`src/rtl/issue_queue.sv`:
```
// issue_queue: in-order instruction buffer between fetch and the reservation
// station. Words are held in a small circular FIFO. One word issues per cycle
// with a wrapping id tag. Issue is gated by reservation-station and ROB
// back-pressure. A flush empties the queue and restarts the id sequence.
module issue_queue #(
    parameter int DEPTH_LOG = 2,
    parameter int ID_WIDTH  = 5
) (
    input  logic                 clk_in,
    input  logic                 rst_in,
    input  logic                 rdy_in,
    input  logic                 flush_pipline,
    input  logic                 fetch_valid,
    input  logic [31:0]          fetch_ins,
    output logic                 fetch_ready,
    input  logic                 rs_full,
    input  logic                 rob_full,
    output logic                 ins_just_issued,
    output logic [31:0]          ins_issued,
    output logic [ID_WIDTH-1:0]  ins_id,
    output logic [DEPTH_LOG:0]   queue_count
);

    localparam int DEPTH = 1 << DEPTH_LOG;

    localparam logic [DEPTH_LOG-1:0] PTR_ZERO   = {DEPTH_LOG{1'b0}};
    localparam logic [DEPTH_LOG-1:0] PTR_ONE    = {{(DEPTH_LOG-1){1'b0}}, 1'b1};
    localparam logic [DEPTH_LOG:0]   CNT_ZERO   = {(DEPTH_LOG+1){1'b0}};
    localparam logic [DEPTH_LOG:0]   CNT_ONE    = {{DEPTH_LOG{1'b0}}, 1'b1};
    localparam logic [DEPTH_LOG:0]   CNT_FULL   = {1'b1, {DEPTH_LOG{1'b0}}};
    localparam logic [ID_WIDTH-1:0]  ID_ZERO    = {ID_WIDTH{1'b0}};
    localparam logic [ID_WIDTH-1:0]  ID_ONE     = {{(ID_WIDTH-1){1'b0}}, 1'b1};

    logic [31:0]          mem_r [DEPTH];
    logic [DEPTH_LOG-1:0] head_r;
    logic [DEPTH_LOG-1:0] tail_r;
    logic [DEPTH_LOG:0]   count_r;
    logic [DEPTH_LOG:0]   count_nxt_s;
    logic [ID_WIDTH-1:0]  next_id_r;
    logic                 empty_s;
    logic                 full_s;
    logic                 push_s;
    logic                 issue_s;

    assign empty_s     = (count_r == CNT_ZERO);
    assign full_s      = (count_r == CNT_FULL);
    // Ready is based on current occupancy only; a same-cycle issue does not free a slot.
    assign fetch_ready = !full_s;
    assign queue_count = count_r;

    assign push_s  = rdy_in && fetch_valid && !full_s && !flush_pipline;
    assign issue_s = rdy_in && !empty_s && !rs_full && !rob_full && !flush_pipline;

    // Occupancy after this edge, ignoring flush (handled in the register block).
    always_comb begin
        count_nxt_s = count_r;
        case ({push_s, issue_s})
            2'b10:   count_nxt_s = count_r + CNT_ONE;
            2'b01:   count_nxt_s = count_r - CNT_ONE;
            default: count_nxt_s = count_r;
        endcase
    end

    // Storage array write; contents are only read when the slot is occupied.
    always_ff @(posedge clk_in) begin
        if (push_s) begin
            mem_r[tail_r] <= fetch_ins;
        end
    end

    // Pointers, occupancy, id counter and registered issue outputs.
    always_ff @(posedge clk_in or negedge rst_in) begin
        if (!rst_in) begin
            head_r          <= PTR_ZERO;
            tail_r          <= PTR_ZERO;
            count_r         <= CNT_ZERO;
            next_id_r       <= ID_ZERO;
            ins_just_issued <= 1'b0;
            ins_issued      <= 32'h0000_0000;
            ins_id          <= ID_ZERO;
        end else if (rdy_in) begin
            if (flush_pipline) begin
                // Flush wins over push and issue; last issued word/id stay visible.
                head_r          <= PTR_ZERO;
                tail_r          <= PTR_ZERO;
                count_r         <= CNT_ZERO;
                next_id_r       <= ID_ZERO;
                ins_just_issued <= 1'b0;
            end else begin
                if (push_s) begin
                    tail_r <= tail_r + PTR_ONE;
                end
                if (issue_s) begin
                    ins_issued      <= mem_r[head_r];
                    ins_id          <= next_id_r;
                    ins_just_issued <= 1'b1;
                    head_r          <= head_r + PTR_ONE;
                    next_id_r       <= next_id_r + ID_ONE;
                end else begin
                    ins_just_issued <= 1'b0;
                end
                count_r <= count_nxt_s;
            end
        end
    end

endmodule

```
`config.mk`:
```
export PLATFORM = sky130hd
export DESIGN_NAME = issue_queue
export DESIGN_NICKNAME = d
export VERILOG_FILES = /design/src/rtl/issue_queue.sv
export SDC_FILE = /design/constraint.sdc
export NUM_CORES = 1
export LEC_CHECK = 0
export ABC_CLOCK_PERIOD_IN_PS = 3270
export CAP_MARGIN = 20
export CORE_ASPECT_RATIO = 0.7
export CORE_MARGIN = 2
export CORE_UTILIZATION = 40
export CTS_BUF_LIST = sky130_fd_sc_hd__clkbuf_8
export DETAILED_ROUTE_END_ITERATION = 8
export GPL_TIMING_DRIVEN = 0
export PLACE_DENSITY = 0.65
export REMOVE_ABC_BUFFERS = 1
export SYNTH_ARGS = -nofsm -noshare
export SYNTH_HDL_FRONTEND = slang
export SYNTH_SLANG_ARGS = --single-unit
```
`constraint.sdc`:
```
create_clock -name clk_in -period 3.27 [get_ports clk_in]
set_clock_uncertainty 0.05 [all_clocks]
set_input_delay 0.4905 -clock clk_in [delete_from_list [all_inputs] [get_ports clk_in]]
set_output_delay 0.4905 -clock clk_in [all_outputs]
set_load 0.01 [all_outputs]
```
# Word level (Yosys, flattened, before mapping)
# Memory sizes are Yosys's and may differ from the RTL's. A register that Yosys moved wholly into a read port is not among the register bits.
# Index checks and enable logic that the tools add are counted.
# classes
addsub	5
multipliers	0
n_div	0
n_lt_le_gt_ge	0
n_eq_ne	3
shift	0
n_mux	12
n_bitwise	1
n_reduce_logical	21
# op_table
operator	count
$mux 5	2
$mux 2	4
$logic_and 1x1->1	7
$logic_not 1->1	6
$pmux 3 s2	1
$reduce_and 2->1	3
$add 5x1->5 const B	1
$add 2x1->2 const B	2
$mux 1	4
$reduce_bool 2->1	2
$add 3x1->3 const B	1
$eq 3x3->1 const B	1
$logic_not 3->1	1
$mux 3	1
$reduce_and 3->1	1
$reduce_bool 3->1	1
$sub 3x1->3 const B	1
$eq 2x1->1 const B	1
$eq 2x2->1 const B	1
$not 1->1	1
# word_totals
regBits	18
latch_bits	0
ramBits	128
mem_bits_ro	0
inputBits	39
out_inout_bits	42
wordCells	49
mem_count	1
# memory_table
memory	words	word_bits	rd	rd_ports_with_merged_regs	wr	line	source
mem_r	4	32	1	1	1	34	logic [31:0] mem_r [DEPTH];

# Depth between registers and ports, before layout
# Gate-level depths: netlist of the first run.
# depth
depth_word	9
mapped_depth	10

# Least setup slack after synthesis of the first run
# Ideal clock, no wire load.
# synth_timing
kind	reg2reg
start	register count_r[0], in the netlist queue_count[0]
end	register count_r[2], in the netlist queue_count[2]
t_arrival_ps	2291
t_required_ps	3094
slack_ps	802
path_stages_with_launch	11
n_path_buf	1
path_cell_list	dfrtp_1 clkbuf_1 or3_1 nand2_1 nor2_1 xor2_1 ha_1 a311oi_1 and3_1 a211oi_1 a311o_1
# synth_via
elab_chain_cells	9
# synth_rtl
element	line	source
start: declaration	37	logic [DEPTH_LOG:0] count_r;
start signal: assignment	102	count_r <= count_nxt_s;
$logic_not 3->1	45	assign empty_s = (count_r == CNT_ZERO);
$logic_not 1->1	52	assign issue_s = rdy_in && !empty_s && !rs_full && !rob_full && !flush_pipline;
$logic_and 1x1->1 (4 in series)	52	
$eq 2x1->1 or $eq 2x2->1 (tied branches)	57	case ({push_s, issue_s})
$pmux 3 s2 or $reduce_bool 3->1 (tied branches)	--	
$mux 3 or $reduce_and 2->1 (tied branches)	--	
# Several ways; a longest one is shown, not always the timed one.
# A chain may end at the register's enable or synchronous reset.

# Worst setup path in the final report of the first run
# layout_timing
start	input flush_pipline
end	register count_r[2], in the netlist queue_count[2]
# layout_via
elab_chain_cells	5
# layout_rtl
element	line	source
start: declaration	12	input logic flush_pipline,
$logic_not 1->1	51, 52	
$logic_and 1x1->1, on equally long branches	52, 51	
$eq 2x1->1 or $eq 2x2->1 (tied branches)	57	
$pmux 3 s2 or $reduce_bool 3->1 (tied branches)	--	
$mux 3 or $reduce_and 2->1 (tied branches)	--	
# Several ways; a longest one is shown, not always the timed one.

==> impl_results.md, run 1 <==
* Root Buffer: clkbuf_8
* # diodes at 0
* LEAKAGE at 0.00288 uW
* Commonest cells in the netlist: edfxtp_1, dfrtp_1, mux4_2
* Total gr overflow at 0
* Max_slew headroom at 0.364
* CTS clk-pin slew, worst paths at 100 ps
* Post-Syn Instances at 353
* Count of cell types in the netlist at 40
* Total power at 5700 uW
* Fin nets at 484
* Psw at 1540 uW
* CTS H-Tree Depth at 4
* Setup violators final at 0
* Clk sinks at 178
* Area Growth Syn to Fin at 21.6%
* GR Util All Layers at 0.141
* I/O Buffers at 80
* Synth area leaders: edfxtp_1, dfrtp_1, mux4_2, mux2_2, nand2_1
* Simple-gate share of the synthesized area at 0.0370
* Drt drc at 0
* Worst hold path type: primary input to asynchronous set/reset pin
* Critical path data required time at 3540 ps
* Status: finished, final reports clean
* Fin. max-slew vios at 0
* Initial Utilization at 0.405
* Largest area contributor in the netlist: edfxtp_1
* Period minus WS final at 3030 ps
* CTS tree: done
* Top cell type's share of synthesized area at 0.560
* Mapped cell area at 6870 um2
* Top FF cell, synth: edfxtp_1
* Core Region at 17000 um2
* DP Wirelength at 7440 um
* Synth Area in Compound Gates at 0.0264
* Syn Area/Cell at 19.5 um2
* Via count at 3407
* Worst-Margin Slew at 954 ps
* Final std cells w/o fill at 683
* Final Hold Fails at 0
* Hold Slack at 23.1 ps
* Drt first pass iters at 4
* Post-Place Cells at 651
* Comb pwr share at 0.228
* First-pass GRT wire length at 19100 um
* Register area share after synthesis at 0.742
* Startpoint class of the critical path: primary input
* Count leader, synth: edfxtp_1
* Later-pin clock latency in the skew report at 440 ps
* EDFF count, synth at 128
* Kind of critical path: primary input to register
* Setup ws final at 239 ps
* Inserted Clock Buffers at 17
* Sequential Power Share at 0.519
* Largest family of logic cells by synthesized area: multiplexers
* Die Width at 161 um
* Peak supply drop at 0.302 mV
* Post-synthesis adder-cell area fraction at 0.0109
* Wire length per cell at 17.8 um
* Largest net degree at the start of global routing at 35
* Vias/cell at 4.99
* Ys Warns at 0
* Async S/R FF share, synth at 0.281
* FMAX at 330 MHz
* Worst-case clock buffer depth at 2
* Detailed Route WL at 12200 um
* P_int at 4160 uW
* Max FO, Critical Path at 15
* Vias in the first global route at 3551
* Fraction of layout cells with a size suffix above 1 at 0.226
* Antenna-violating nets left at 0
* CP arrival at 3300 ps
* Worst setup EP type: register
* Mux share of post-synthesis cell area at 0.160
* Antenna violations before repair at 0
* Boundary Pins at 81
* Period utilization at 0.927
* Placer congestion estimate at 0.743
* Dpl ws at -304 ps
* Clock group share of total power at 0.253
* Cell row count at 40
* Die area at 18300 um2
* XOR/XNOR share of the synthesized area at 0.00638
* Setup TNS at 0 ps
* Fillers at 1414
* Seq cells post-synth at 178
* RSZ-0062 raised after global routing: false
* Iter 0 DRT Violations at 238
* Max-Cap Viols at 0
* Sw Share at 0.271
* Power density over cell area at 682 nW/um2
* Die Y at 114 um
[routing by layer]
layer,vias to the layer above,wire (um),GRT usage
li1,1562,-,-
met1,1747,5540,0.186
met2,83,5850,0.226
met3,15,637,0.0422
met4,0,147,0.0474
met5,-,0,0
[sequential cells by signal, summed over array words and instances, names as in the netlist]
| register | flops |
|---|---|
| next_id_r | 5 |
| queue_count | 3 |
| ins_issued | 32 |
| ins_id | 5 |
| ins_just_issued | 1 |
| tail_r | 2 |
| head_r | 2 |
| mem_r | 128 |
[repair_timing]
| item | in CTS | in global routing |
|---|---|---|
| resized for setup | 0 | 1 |
| setup endpoints to repair | 0 | 1 |
| hold buffers | 0 | 0 |
| hold endpoints to repair | 0 | 0 |
| setup buffers | 0 | 0 |
[stage by stage]
stage | utilization | area, um2
after floorplan | - | 6780
final | 0.492 | 8350
after global placement | 0.464 | 7870
after global routing | 0.492 | 8350
after detailed placement | 0.470 | 7970
after CTS | 0.492 | 8350
[logic make-up (layout without fill, tap and decap cells)]
family                   count (synthesis)  in the layout
AO/OA/AOI/OAI                           26             26
XOR/XNOR                                 5              5
adder cells (fa/ha/maj)                  6              6
buffers and inverters                   24            123
flip-flops                             178            178
multiplexers                            66             66
AND/OR/NAND/NOR                         48             48
[power by group through the flow]
stage / Clock (uW) / Combinational (uW) / Sequential [uW]
6_report: 1440 / 1300 / 2960
5_1_grt: 1590 / 1400 / 3010
4_1_cts: 1500 / 1320 / 2970
3_5_place_dp: 0 / 1320 / 3020
3_3_place_gp: 0 / 1250 / 3030
2_1_floorplan: 0 / 508 / 3090
[critical path, stage by stage]
cell,delay [ps]
clkdlybuf4s50_1,610
nor4b_1,460
nand2_1,370
nor2_1,220
xor2_1,90
ha_1,240
a311oi_1,250
and3_1,190
a211oi_1,50
a311o_1,320
[layout make-up]
class,count,area (um2),share of cell area
clock buffers,17,234,0.0280
repair buffers,84,893,0.107
clock inverters,15,148,0.0177
multi-input cells,151,1670,0.199
flip-flops and latches,178,5100,0.610
inverters,7,26.3,0.00315
well taps,231,289,0.0346
[cell usage in the layout (no fill, tap or decap), drive strengths merged, types with 2 or more instances in the layout]
master / count
a22o: 2
a311o: 3
and3: 5
buf: 5
clkbuf: 17
clkdlybuf4s50: 78
clkinv: 2
clkinvlp: 3
dfrtp: 50
edfxtp: 128
ha: 6
inv: 16
mux2: 32
mux2i: 2
mux4: 32
nand2: 22
nand3: 2
nor2: 4
nor2b: 3
nor3: 3
nor3b: 3
nor4: 2
o21ai: 8
o21bai: 2
o22ai: 4
xnor2: 3
xor2: 2
[final timing paths]
check	start	to	slack [ps]	depth (start not counted)
setup / recovery	flush_pipline	queue_count[2]	240	10
hold / removal	rst_in	ins_issued[9]	20	1
setup reg to reg	queue_count[1]	queue_count[2]	410	9
hold reg to reg	ins_id[3]	ins_id[3]	440	2
max in group asynchronous	rst_in	queue_count[2]	2560	2
min in group clk_in	ins_id[3]	ins_id[3]	440	2
Note: power is estimated with default switching activity, not from simulation.
==> inputs of run 2 (changes only) <==
--- a/config.mk
+++ b/config.mk
@@ -5,7 +5,7 @@
 export SDC_FILE = /design/constraint.sdc
 export NUM_CORES = 1
 export LEC_CHECK = 0
-export ABC_CLOCK_PERIOD_IN_PS = 3270
+export ABC_CLOCK_PERIOD_IN_PS = 2700
 export CAP_MARGIN = 20
 export CORE_ASPECT_RATIO = 0.7
 export CORE_MARGIN = 2
@@ -13,8 +13,9 @@
 export CTS_BUF_LIST = sky130_fd_sc_hd__clkbuf_8
 export DETAILED_ROUTE_END_ITERATION = 8
 export GPL_TIMING_DRIVEN = 0
-export PLACE_DENSITY = 0.65
+export PLACE_DENSITY = 0.68
 export REMOVE_ABC_BUFFERS = 1
+export SKIP_CTS_REPAIR_TIMING = 1
 export SYNTH_ARGS = -nofsm -noshare
 export SYNTH_HDL_FRONTEND = slang
 export SYNTH_SLANG_ARGS = --single-unit
==> constraint.sdc (replaced) <==
create_clock -name clk_in -period 2.7 [get_ports clk_in]
set_clock_uncertainty 0.05 [all_clocks]
set_input_delay 0.405 -clock clk_in [delete_from_list [all_inputs] [get_ports clk_in]]
set_output_delay 0.405 -clock clk_in [all_outputs]
set_load 0.01 [all_outputs]
==> run 2 against run 1 <==
Total power increased by 26%. Critical endpoint unchanged. Clock power increased by 37%. Non-clock buffer count increased by 4. Design area increased by 1.4%. Hold slack improved by 410 ps. Highest routed layer is now met5. Flip-flop and latch count unchanged. First-iteration DRC count increased by 7.6%. Critical path depth unchanged. Sequential power increased by 22%. Combinational power increased by 23%.
==> impl_results.md, run 2 (same netlist as run 1, synthesis figures left out) <==
* Storage element area at 5100 um2 (about the same)
* P_int at 5310 uW (was 4160 uW)
* Detailed Route WL at 12700 um (was 12200 um)
* Startpoint class of the critical path: primary input (unchanged)
* Vias/cell at 5.07 (was 4.99)
* Die Y at 114 um (unchanged)
* CP arrival at 2770 ps (was 3300 ps)
* Later-pin clock latency in the skew report at 430 ps (was 440 ps)
* Most frequent cell on the critical path: nor2_1
* CP top delay family: simple AND/OR/NAND/NOR gates (unchanged)
* Die Width at 161 um (unchanged)
* Largest net degree at the start of global routing at 35 (unchanged)
* Setup violators final at 0 (unchanged)
* Drt drc at 0 (unchanged)
* Placer congestion estimate at 0.774 (was 0.743)
* Sequential Power Share at 0.501 (was 0.519)
* Iter 0 DRT Violations at 256 (was 238)
* Sw Share at 0.260 (was 0.271)
* Setup TNS at 0 ps (unchanged)
* Slowest stage delay, CP at 550 ps (was 610 ps)
* Multi-input logic area at 1690 um2 (was 1670 um2)
* CTS clk-pin slew, worst paths at 100 ps (about the same)
* Max-Cap Viols at 0 (unchanged)
* Status: finished, final reports clean (unchanged)
* Worst hold path type: primary input to register (was primary input to asynchronous set/reset pin)
* Antenna-violating nets left at 0 (unchanged)
* Via count at 3484 (was 3407)
* GR Util All Layers at 0.148 (was 0.141)
* Fin nets at 488 (was 484)
* Initial Utilization at 0.405 (unchanged)
* Comb pwr share at 0.223 (was 0.228)
* Fillers at 1365 (was 1414)
* Fin. max-slew vios at 0 (unchanged)
* Max FFs per register at 128 (unchanged)
* Critical path data required time at 2960 ps (was 3540 ps)
* Period utilization at 0.930
* Worst-Margin Slew at 928 ps (was 954 ps)
* Drt first pass iters at 4 (unchanged)
* Cell row count at 40 (unchanged)
* RSZ-0062 raised after global routing: false (unchanged)
* LEAKAGE at 0.00295 uW (was 0.00288 uW)
* Boundary Pins at 81 (unchanged)
* Worst setup EP type: register (unchanged)
* Final Hold Fails at 0 (unchanged)
* # diodes at 0 (unchanged)
* Crit path cell chain: clkdlybuf4s50_1, nand2_1, nor2_1, nor2_1, xor2_1, ha_1, a311oi_1, and3_1, a211oi_1, a311o_1 (was clkdlybuf4s50_1, nor4b_1, nand2_1, nor2_1, xor2_1, ha_1, a311oi_1, and3_1, a211oi_1, a311o_1)
* Kind of critical path: primary input to register (unchanged)
* I/O Buffers at 80 (unchanged)
* Critical path buffer and inverter count at 1 (unchanged)
* Peak supply drop at 0.363 mV (was 0.302 mV)
* Slowest CP cell: clkdlybuf4s50_1 (unchanged)
* Most frequent cells in the layout: edfxtp_1, clkdlybuf4s50_1, dfrtp_1 (unchanged)
* Fraction of layout cells with a size suffix above 1 at 0.239 (was 0.226)
* Clock group share of total power at 0.276 (was 0.253)
* Max FO, Critical Path at 7 (was 15)
* First-pass GRT wire length at 20300 um (was 19100 um)
* Biggest register: mem_r (unchanged)
* Power density over cell area at 848 nW/um2 (was 682 nW/um2)
* Period minus WS final at 2510 ps
* Wire length per cell at 18.5 um (was 17.8 um)
* Psw at 1870 uW (was 1540 uW)
* Clk sinks at 178 (unchanged)
* Worst-case clock buffer depth at 2 (unchanged)
* CTS tree: done (unchanged)
* Hold Slack at 430 ps (was 23.1 ps)
* Commonest non-fill, non-tap cell in the layout: edfxtp_1 (unchanged)
* Biggest regs: mem_r (128), ins_issued (32) (unchanged)
* DP Wirelength at 7660 um (was 7440 um)
* Core Region at 17000 um2 (unchanged)
* CTS H-Tree Depth at 4 (unchanged)
* Area Growth Syn to Fin at 23.3% (was 21.6%)
* Vias in the first global route at 3702 (was 3551)
* Final core occ at 0.499 (was 0.492)
* Die area at 18300 um2 (unchanged)
* Inserted Clock Buffers at 17 (unchanged)
* FMAX at 398 MHz
* Antenna violations before repair at 1 (was 0)
* Max_slew headroom at 0.382 (was 0.364)
* Root Buffer: clkbuf_8 (unchanged)
* Total gr overflow at 0 (unchanged)
run 2: cell count changes in the layout (fill, tap and decap cells not counted), moves of 2 or more:
cell / delta
bufinv_16: +3
clkinv_2: +2
inv_8: -2
buf_4: +3
dfrtp_2: +2
dfrtp_1: -2
run 2: layout make-up:
class | count | area share
inverter | 7 | 0.00310
sequential | 178 | 0.602
clock inverter | 15 | 0.0241
tap | 231 | 0.0341
timing repair buffer | 88 | 0.110
clock buffer | 17 | 0.0276
multi-input combinational | 151 | 0.199
run 2: per-layer routing:
metal	global-route usage	part of all wire	vias to the layer above
met5	0	0.0013	-
met4	0.0396	0.0051	2
met3	0.0440	0.066	9
met2	0.240	0.48	105
met1	0.197	0.45	1794
li1	-	-	1574
run 2: path summary, 6_finish.rpt:
check,start,end,slack [ps],cells after the start
max,fetch_valid,queue_count[2],190,10
min,flush_pipline,next_id_r[4],430,2
max reg2reg,queue_count[1],queue_count[2],200,9
min reg2reg,ins_id[2],ins_id[2],430,2
max in group asynchronous,rst_in,queue_count[0],1510,3
min in group asynchronous,rst_in,ins_issued[20],480,2
run 2: stage by stage:
| stage | std cells | cell area [um2] | setup slack [ps] | total power (uW) |
|---|---|---|---|---|
| final | 687 | 8470 | 189 | 7180 |
| after global routing | 687 | 8470 | 34.9 | 7540 |
| after CTS | 683 | 8410 | -391 | 7250 |
| after detailed placement | 651 | 7970 | -850 | 5270 |
| after global placement | 647 | 7870 | -2090 | 5190 |
| after floorplan | 336 | 6780 | -166 | 4350 |
run 2: power groups by stage:
stage / logic [uW] / clock network (uW) / registers [uW]
6_report: 1600 / 1980 / 3600
5_1_grt: 1720 / 2150 / 3660
4_1_cts: 1610 / 2030 / 3610
3_5_place_dp: 1600 / 0 / 3660
3_3_place_gp: 1510 / 0 / 3680
2_1_floorplan: 616 / 0 / 3740
==> inputs of run 3 (changes only) <==
--- a/config.mk
+++ b/config.mk
@@ -11,6 +11,7 @@
 export CORE_MARGIN = 2
 export CORE_UTILIZATION = 40
 export CTS_BUF_LIST = sky130_fd_sc_hd__clkbuf_8
+export CTS_CLUSTER_SIZE = 28
 export DETAILED_ROUTE_END_ITERATION = 8
 export GPL_TIMING_DRIVEN = 0
 export PLACE_DENSITY = 0.68
==> results of run 3 <==
No change in the layout: final DEF, timing and power equal those of run 2.
